$ cat config.mk
export PLATFORM = sky130hd
export DESIGN_NAME = four_bit_serial_adder
export DESIGN_NICKNAME = d
export VERILOG_FILES = /design/src/rtl/four_bit_serial_adder_pkg.sv /design/src/rtl/four_bit_serial_adder_one_bit_adder.sv /design/src/rtl/four_bit_serial_adder.sv
export SDC_FILE = /design/constraint.sdc
export NUM_CORES = 1
export LEC_CHECK = 0
export CAP_MARGIN = 30
export CORE_ASPECT_RATIO = 1.75
export CORE_UTILIZATION = 23
export CTS_CLUSTER_DIAMETER = 80
export CTS_CLUSTER_SIZE = 12
export DETAILED_ROUTE_END_ITERATION = 16
export PLACE_DENSITY_LB_ADDON = 0.05
export SLEW_MARGIN = 10
export SYNTH_ARGS = -nofsm -noshare
export SYNTH_HDL_FRONTEND = slang
export SYNTH_HIERARCHICAL = 1
export SYNTH_SLANG_ARGS = --single-unit
$ cat constraint.sdc
create_clock -name Clk -period 1.7 [get_ports Clk]
set_input_delay 0.255 -clock Clk [delete_from_list [all_inputs] [get_ports Clk]]
set_output_delay 0.255 -clock Clk [all_outputs]
set_load 0.01 [all_outputs]
$ cat src/rtl/four_bit_serial_adder_pkg.sv
// rtl/four_bit_serial_adder_pkg.sv - shared state encoding and width constants for the serial adder
package four_bit_serial_adder_pkg;

  typedef enum logic [1:0] {
    IDLE  = 2'd0,
    SHIFT = 2'd1,
    DONE  = 2'd2
  } state_e;

  localparam int unsigned OP_WIDTH = 4;
  localparam logic [1:0]  LAST_BIT = 2'd3;

endpackage

$ cat src/rtl/four_bit_serial_adder_one_bit_adder.sv
// rtl/four_bit_serial_adder_one_bit_adder.sv - combinational full-adder cell
module one_bit_adder (
  input  logic A,
  input  logic B,
  input  logic Cin,
  output logic Sum,
  output logic Cout
);

  assign Sum  = A ^ B ^ Cin;
  assign Cout = (A & B) | (A & Cin) | (B & Cin);

endmodule

$ cat src/rtl/four_bit_serial_adder.sv
// rtl/four_bit_serial_adder.sv - bit-serial 4-bit adder, LSB first through one full-adder cell
module four_bit_serial_adder
  import four_bit_serial_adder_pkg::*;
#(
  parameter bit AUTO_CLEAR = 1'b1
) (
  input  logic Clk,
  input  logic Reset,
  input  logic Start,
  input  logic Enable,
  input  logic A3,
  input  logic A2,
  input  logic A1,
  input  logic A0,
  input  logic B3,
  input  logic B2,
  input  logic B1,
  input  logic B0,
  input  logic Cin,
  output logic Sum3,
  output logic Sum2,
  output logic Sum1,
  output logic Sum0,
  output logic Cout,
  output logic Busy,
  output logic Done
);

  state_e                state_q, state_d;
  logic [OP_WIDTH-1:0]   a_sh_q, a_sh_d;
  logic [OP_WIDTH-1:0]   b_sh_q, b_sh_d;
  logic [OP_WIDTH-1:0]   sum_sh_q, sum_sh_d;
  logic                  carry_q, carry_d;
  logic [1:0]            count_q, count_d;
  logic                  cout_q, cout_d;
  logic                  done_q, done_d;
  logic                  fa_s, fa_c;
  logic                  accept;

  one_bit_adder u_fa (
    .A    (a_sh_q[0]),
    .B    (b_sh_q[0]),
    .Cin  (carry_q),
    .Sum  (fa_s),
    .Cout (fa_c)
  );

  assign accept = Start & Enable;

  always_comb begin
    state_d  = state_q;
    a_sh_d   = a_sh_q;
    b_sh_d   = b_sh_q;
    sum_sh_d = sum_sh_q;
    carry_d  = carry_q;
    count_d  = count_q;
    cout_d   = cout_q;
    done_d   = done_q;

    case (state_q)
      IDLE, DONE: begin
        if (state_q == DONE && AUTO_CLEAR) begin
          done_d = 1'b0;
        end
        if (accept) begin
          a_sh_d   = {A3, A2, A1, A0};
          b_sh_d   = {B3, B2, B1, B0};
          carry_d  = Cin;
          count_d  = 2'd0;
          sum_sh_d = '0;
          done_d   = 1'b0;
          state_d  = SHIFT;
        end
      end
      SHIFT: begin
        if (!Enable) begin
          // Abort: discard the partial result so nothing stale is presented.
          state_d  = IDLE;
          sum_sh_d = '0;
          carry_d  = 1'b0;
          cout_d   = 1'b0;
          done_d   = 1'b0;
        end else begin
          sum_sh_d = {fa_s, sum_sh_q[OP_WIDTH-1:1]};
          a_sh_d   = {1'b0, a_sh_q[OP_WIDTH-1:1]};
          b_sh_d   = {1'b0, b_sh_q[OP_WIDTH-1:1]};
          carry_d  = fa_c;
          count_d  = count_q + 2'd1;
          if (count_q == LAST_BIT) begin
            cout_d  = fa_c;
            done_d  = 1'b1;
            state_d = DONE;
          end
        end
      end
      default: begin
        state_d = IDLE;
      end
    endcase
  end

  always_ff @(posedge Clk or posedge Reset) begin
    if (Reset) begin
      state_q  <= IDLE;
      a_sh_q   <= '0;
      b_sh_q   <= '0;
      sum_sh_q <= '0;
      carry_q  <= 1'b0;
      count_q  <= 2'd0;
      cout_q   <= 1'b0;
      done_q   <= 1'b0;
    end else begin
      state_q  <= state_d;
      a_sh_q   <= a_sh_d;
      b_sh_q   <= b_sh_d;
      sum_sh_q <= sum_sh_d;
      carry_q  <= carry_d;
      count_q  <= count_d;
      cout_q   <= cout_d;
      done_q   <= done_d;
    end
  end

  assign {Sum3, Sum2, Sum1, Sum0} = Enable ? sum_sh_q : '0;
  assign Cout = Enable & cout_q;
  assign Busy = (state_q == SHIFT);
  assign Done = done_q;

endmodule
* Word-level counts from Yosys, hierarchy flattened
Cells that the tools add are included.
** Word-level totals
- Register bits after elaboration :: 19
- Bits in latches :: 0
- Memory bits (writable) :: 0
- Memory bits (read-only) :: 0
- Bits of input ports :: 13
- Output and inout bits :: 7
- Word-level logic and storage cells :: 61
- Memories kept :: 0
** Operators by class
- $add $sub $neg :: 1
- $mul :: 0
- Div/mod/pow operators :: 0
- Magnitude comparators :: 0
- Equality and inequality tests :: 8
- Shift-type cells :: 0
- Muxes and demuxes :: 27
- Bitwise logic cells :: 9
- Reduce and logical (&&, ||, !) cells :: 8
** Operators with widths (number)
- $mux W4 :: 7
- $pmux W4 S2 :: 3
- $mux W2 :: 5
- $mux W1 :: 8
- $pmux W2 S2 :: 2
- $reduce_and A2 Y1 :: 3
- $reduce_and A3 Y1 :: 2
- $and A1 B1 Y1 :: 5
- $eq A2 B2 Y1 const B :: 2
- $ne A2 B2 Y1 const B :: 2
- $pmux W1 S2 :: 2
- $ne A3 B2 Y1 const B :: 1
- $ne A3 B3 Y1 const B :: 1
- $add A2 B1 Y2 const B :: 1
- $eq A2 B1 Y1 const B :: 1
- $logic_not A2 Y1 :: 1
- $ne A2 B1 Y1 const B :: 1
- $or A1 B1 Y1 :: 2
- $reduce_bool A2 Y1 :: 1
- $reduce_or A2 Y1 :: 1
- $xor A1 B1 Y1 :: 2

* Depth between registers and ports, before layout
- Depth in word-level cells :: 5
- Depth in mapped cells :: 5
- Depth with buffers taken out :: 4

* Modules after synthesis
Netlist, hierarchy kept.
** By module, submodules not included
- four_bit_serial_adder :: instances 1, cells each 78, area an instance 932.1 sq um, seq. area each 475.5 sq um
- one_bit_adder :: instances 1, cells each 1, area an instance 20.0 sq um, seq. area each 0.0 sq um

* Least setup slack after synthesis
No wires, ideal clock.
- Kind :: register -> register
- Start point :: register state_q[0]
- End point :: register b_sh_q[0]
- Arrival time :: 1.315 ns
- Data required time :: 1.575 ns
- Setup slack :: 0.260 ns
- Cell stages (with the launch flop) :: 6
- Path buffers :: 2
- Period minus slack after synthesis :: 1.440 ns
- Path through :: dfrtp_1 nor2b_1 buf_6 buf_8 mux2_4 mux2_4
** Between the ends
- Elaborated cells on any way between the ends :: 9
- Those cells by class :: eq/ne: 4; mux: 1; reduce/logical: 4
** RTL lines
- start, declared :: line four_bit_serial_adder.sv:29 : state_e state_q, state_d;
- start signal, assigned :: line four_bit_serial_adder.sv:113 : state_q <= state_d;
- $eq A2 B1 Y1 *
- named net Busy :: line four_bit_serial_adder.sv:25 : output logic Busy,
- $ne A2 B2 Y1 (no source line) / $reduce_bool A2 Y1 (equally long branches)
- $reduce_and A3 Y1 (no source line)
- end signal, assigned :: line four_bit_serial_adder.sv:115 : b_sh_q <= b_sh_d;
- end, declared :: line four_bit_serial_adder.sv:31 : logic [OP_WIDTH-1:0] b_sh_q, b_sh_d;
The timed path passes the listed nets; every way through them passes the cells marked *.
A chain may end at the register's enable or synchronous reset.

* Worst setup path in the final report
- Start point :: register state_q[1]
- End point :: output port Busy
** Between the ends
- Word-level cells in the longest chain between the ends :: 1
** RTL lines
- $eq A2 B1 Y1 :: line four_bit_serial_adder.sv:126 : assign Busy = (state_q == SHIFT);
- end, declared :: line four_bit_serial_adder.sv:25
Every way passes these cells.

==> results.toml <==
[run_status]
status = "finished clean"

[timing]
fin_crit_sh_pct = 91.2
finClkSkew_ps = 6.22
slew_violations = 0
setup_slack_ps = 150
fin_setup_tns_ps = 0
slew_headroom_pct = 76.2
rsz0062_at_grt = "no"
hold_slack_ps = 311
finalSetupViolations = 0
max_freq_mhz = 645
worst_pin_slew_ps = 354
post-route-min-period_ps = 1550
hold_viol = 0

[die]
initial_core_util_pct = 24.4
core_area_um2 = 3900
num_rows = 30
dieArea_um2 = 4410
die_x_um = 50.6
ioPinCount = 20
die_h_um = 87.1

[route]
remaining_drc_errors = 0
num_vias = 670
wl_per_cell_um = 12.8
met1_length_um = 830
wl_mm = 1.98
top_layer = "met4"
dr.pass1.iters = 2
ant_nets = 0
dr_wl_met2_mm = 1.04
drtIter0Drc = 10
met3WireLength_um = 48
via_per_inst = 4.35

[setup_path]
crit_family = "buffers and inverters"
start_kind = "flip-flop"
worstPathCellList = "nor2b_2, buf_12, dlygate4sd2_1"
worst-path-buf-inv = 2
cp.depth = 3
ff2ff_path_depth = 5
crit_slowest_cell = "dfrtp_1"
slowest_delay_ps = 420
worstPathRequired_ps = 1440
crit_arrival_ps = 1290
worstPathMaxFanout = 16
crit_type = "flip-flop to output pin"
worstSetupEndpointType = "output pin"

[clocking]
insertion_delay_ps = 260
post_cts_buffers = 0
clk_pin_slew_ps = 70
root_buffer = "clkbuf_8"
numCtsBuffers = 3
hold_buffers = 0
cts_tree = "done"
htree_levels = 1
clock-sinks = 19
ctsResizeCount = 3
cts_buffer_depth = 2

[synthesis]
ys_ff_latch = 19
ys_types = 24
syn_avg_cell_area_um2 = 12.1
synth_seq_area_share_pct = 49.9
synth_warnings = 6
synthesis.area_um2 = 952
yosysTopAreaCellShare_pct = 49.9
yosys-top-cells-area = "dfrtp_1 50%, mux2_2 11%, mux2_4 6.3%"
syn-num-nets = 94
synth_top_area_cell = "dfrtp_1"
synth_cells = 79

[run]
drv_cap = 0

[pwr]
p_leak_nw = 0.580
finalPower_mw = 1.29
vdd_drop_max_v = 0.000444
p_per_area_nw_per_um2 = 992

[global_route]
globalRouteTotalUtil_pct = 10.6
overflow = 0
grt_pass1_vias = 712
grt_max_degree = 20
grt_pass1_wl_mm = 3.39
antenna_found_initial = 0

[placement]
place_ws_ps = -39.8
port_buffers = 19
dp_hpwl_mm = 1.46
gp_congestion = 0.658

[final_layout]
diodes = 0
layout_common_cells = "19 x dfrtp_1, 17 x clkdlybuf4s50_1, 9 x mux2_2"
final_common_cell = "dfrtp_1"
nNetsFinal = 122
final_layout_size_suffix_gt1_share_pct = 26.4
syn_to_final_growth_pct = 36.8
postLayoutCoreUtil_pct = 33.4

[worst_hold_path]
hp-class = "primary input to async pin"
layout make-up:
| type | count | area [µm²] |
|---|---|---|
| fillers | 431 | 2600 |
| flip-flops and latches | 19 | 475 |
| multi-input cells | 50 | 419 |
| repair buffers | 29 | 288 |
| well taps | 48 | 60.1 |
| clock buffers | 4 | 45.0 |
| inverters | 4 | 15.0 |
logic make-up (layout without fill, tap and decap cells):
family                     count (synthesis)  count (layout)  synth area share, %
adders and majority gates                  2               2                 3.42
muxes                                     13              13                 17.0
AOI/OAI and AO/OA                         17              17                 13.5
and+or+nand+nor                           18              18                 9.86
buffers and inverters                     10              37                 6.31
DFF                                       19              19                 49.9
flip-flops by register name, indices dropped and copies added (netlist names):
register and flops:
Done 1, sum_sh_q 4, cout_q 1, count_q 2
b_sh_q 4, state_q 2, carry_q 1, a_sh_q 4
worst paths after layout:
kind,start,end,slack [ps]
min in group Clk,a_sh_q[3],a_sh_q[3],500
max in group asynchronous,Reset,b_sh_q[2],1180
setup reg to reg,state_q[1],b_sh_q[2],210
hold / removal,Reset,state_q[0],310
hold reg to reg,a_sh_q[3],a_sh_q[3],500
setup / recovery,state_q[1],Busy,150
per-layer routing:
| metal | global-route usage (%) | vias up |
|---|---|---|
| li1 | - | 332 |
| met1 | 12.5 | 316 |
| met2 | 17.5 | 17 |
| met3 | 1.57 | 5 |
| met4 | 6.82 | 0 |
| met5 | 0 | - |
through the flow:
stage	instance area (µm²)	std cells
after detailed placement	1260	150
after CTS	1300	154
final	1300	154
after global placement	1260	150
after global routing	1300	154
after floorplan	952	79
worst register-to-register path, delay by kind of cell, from the launching register on:
kind	cells	cell delay, ps
DFF	1	420
muxes	1	320
buffers and inverters	2	290
and+or+nand+nor	1	170
AOI/OAI and AO/OA	1	170
synthesized netlist by cell type, drive strengths merged:
master and instances:
inv 4, nand3 2, a21oi 2, clkbuf 3
nor2 1, and2 6, nor2b 2, mux2 13
o21a 2, dfrtp 19, a32o 3, fa 1
a22o 4, buf 3, nand3b 1, o21ai 4
ha 1, nand2 6, o221a 1, a211oi 1
report_power, final:
part	switching, mW	internal (mW)	total (mW)
Clock	0.156	0.167	0.323
Sequential	0.0604	0.550	0.610
Combinational	0.132	0.227	0.359
No activity file was read; power rests on OpenSTA's default activity.
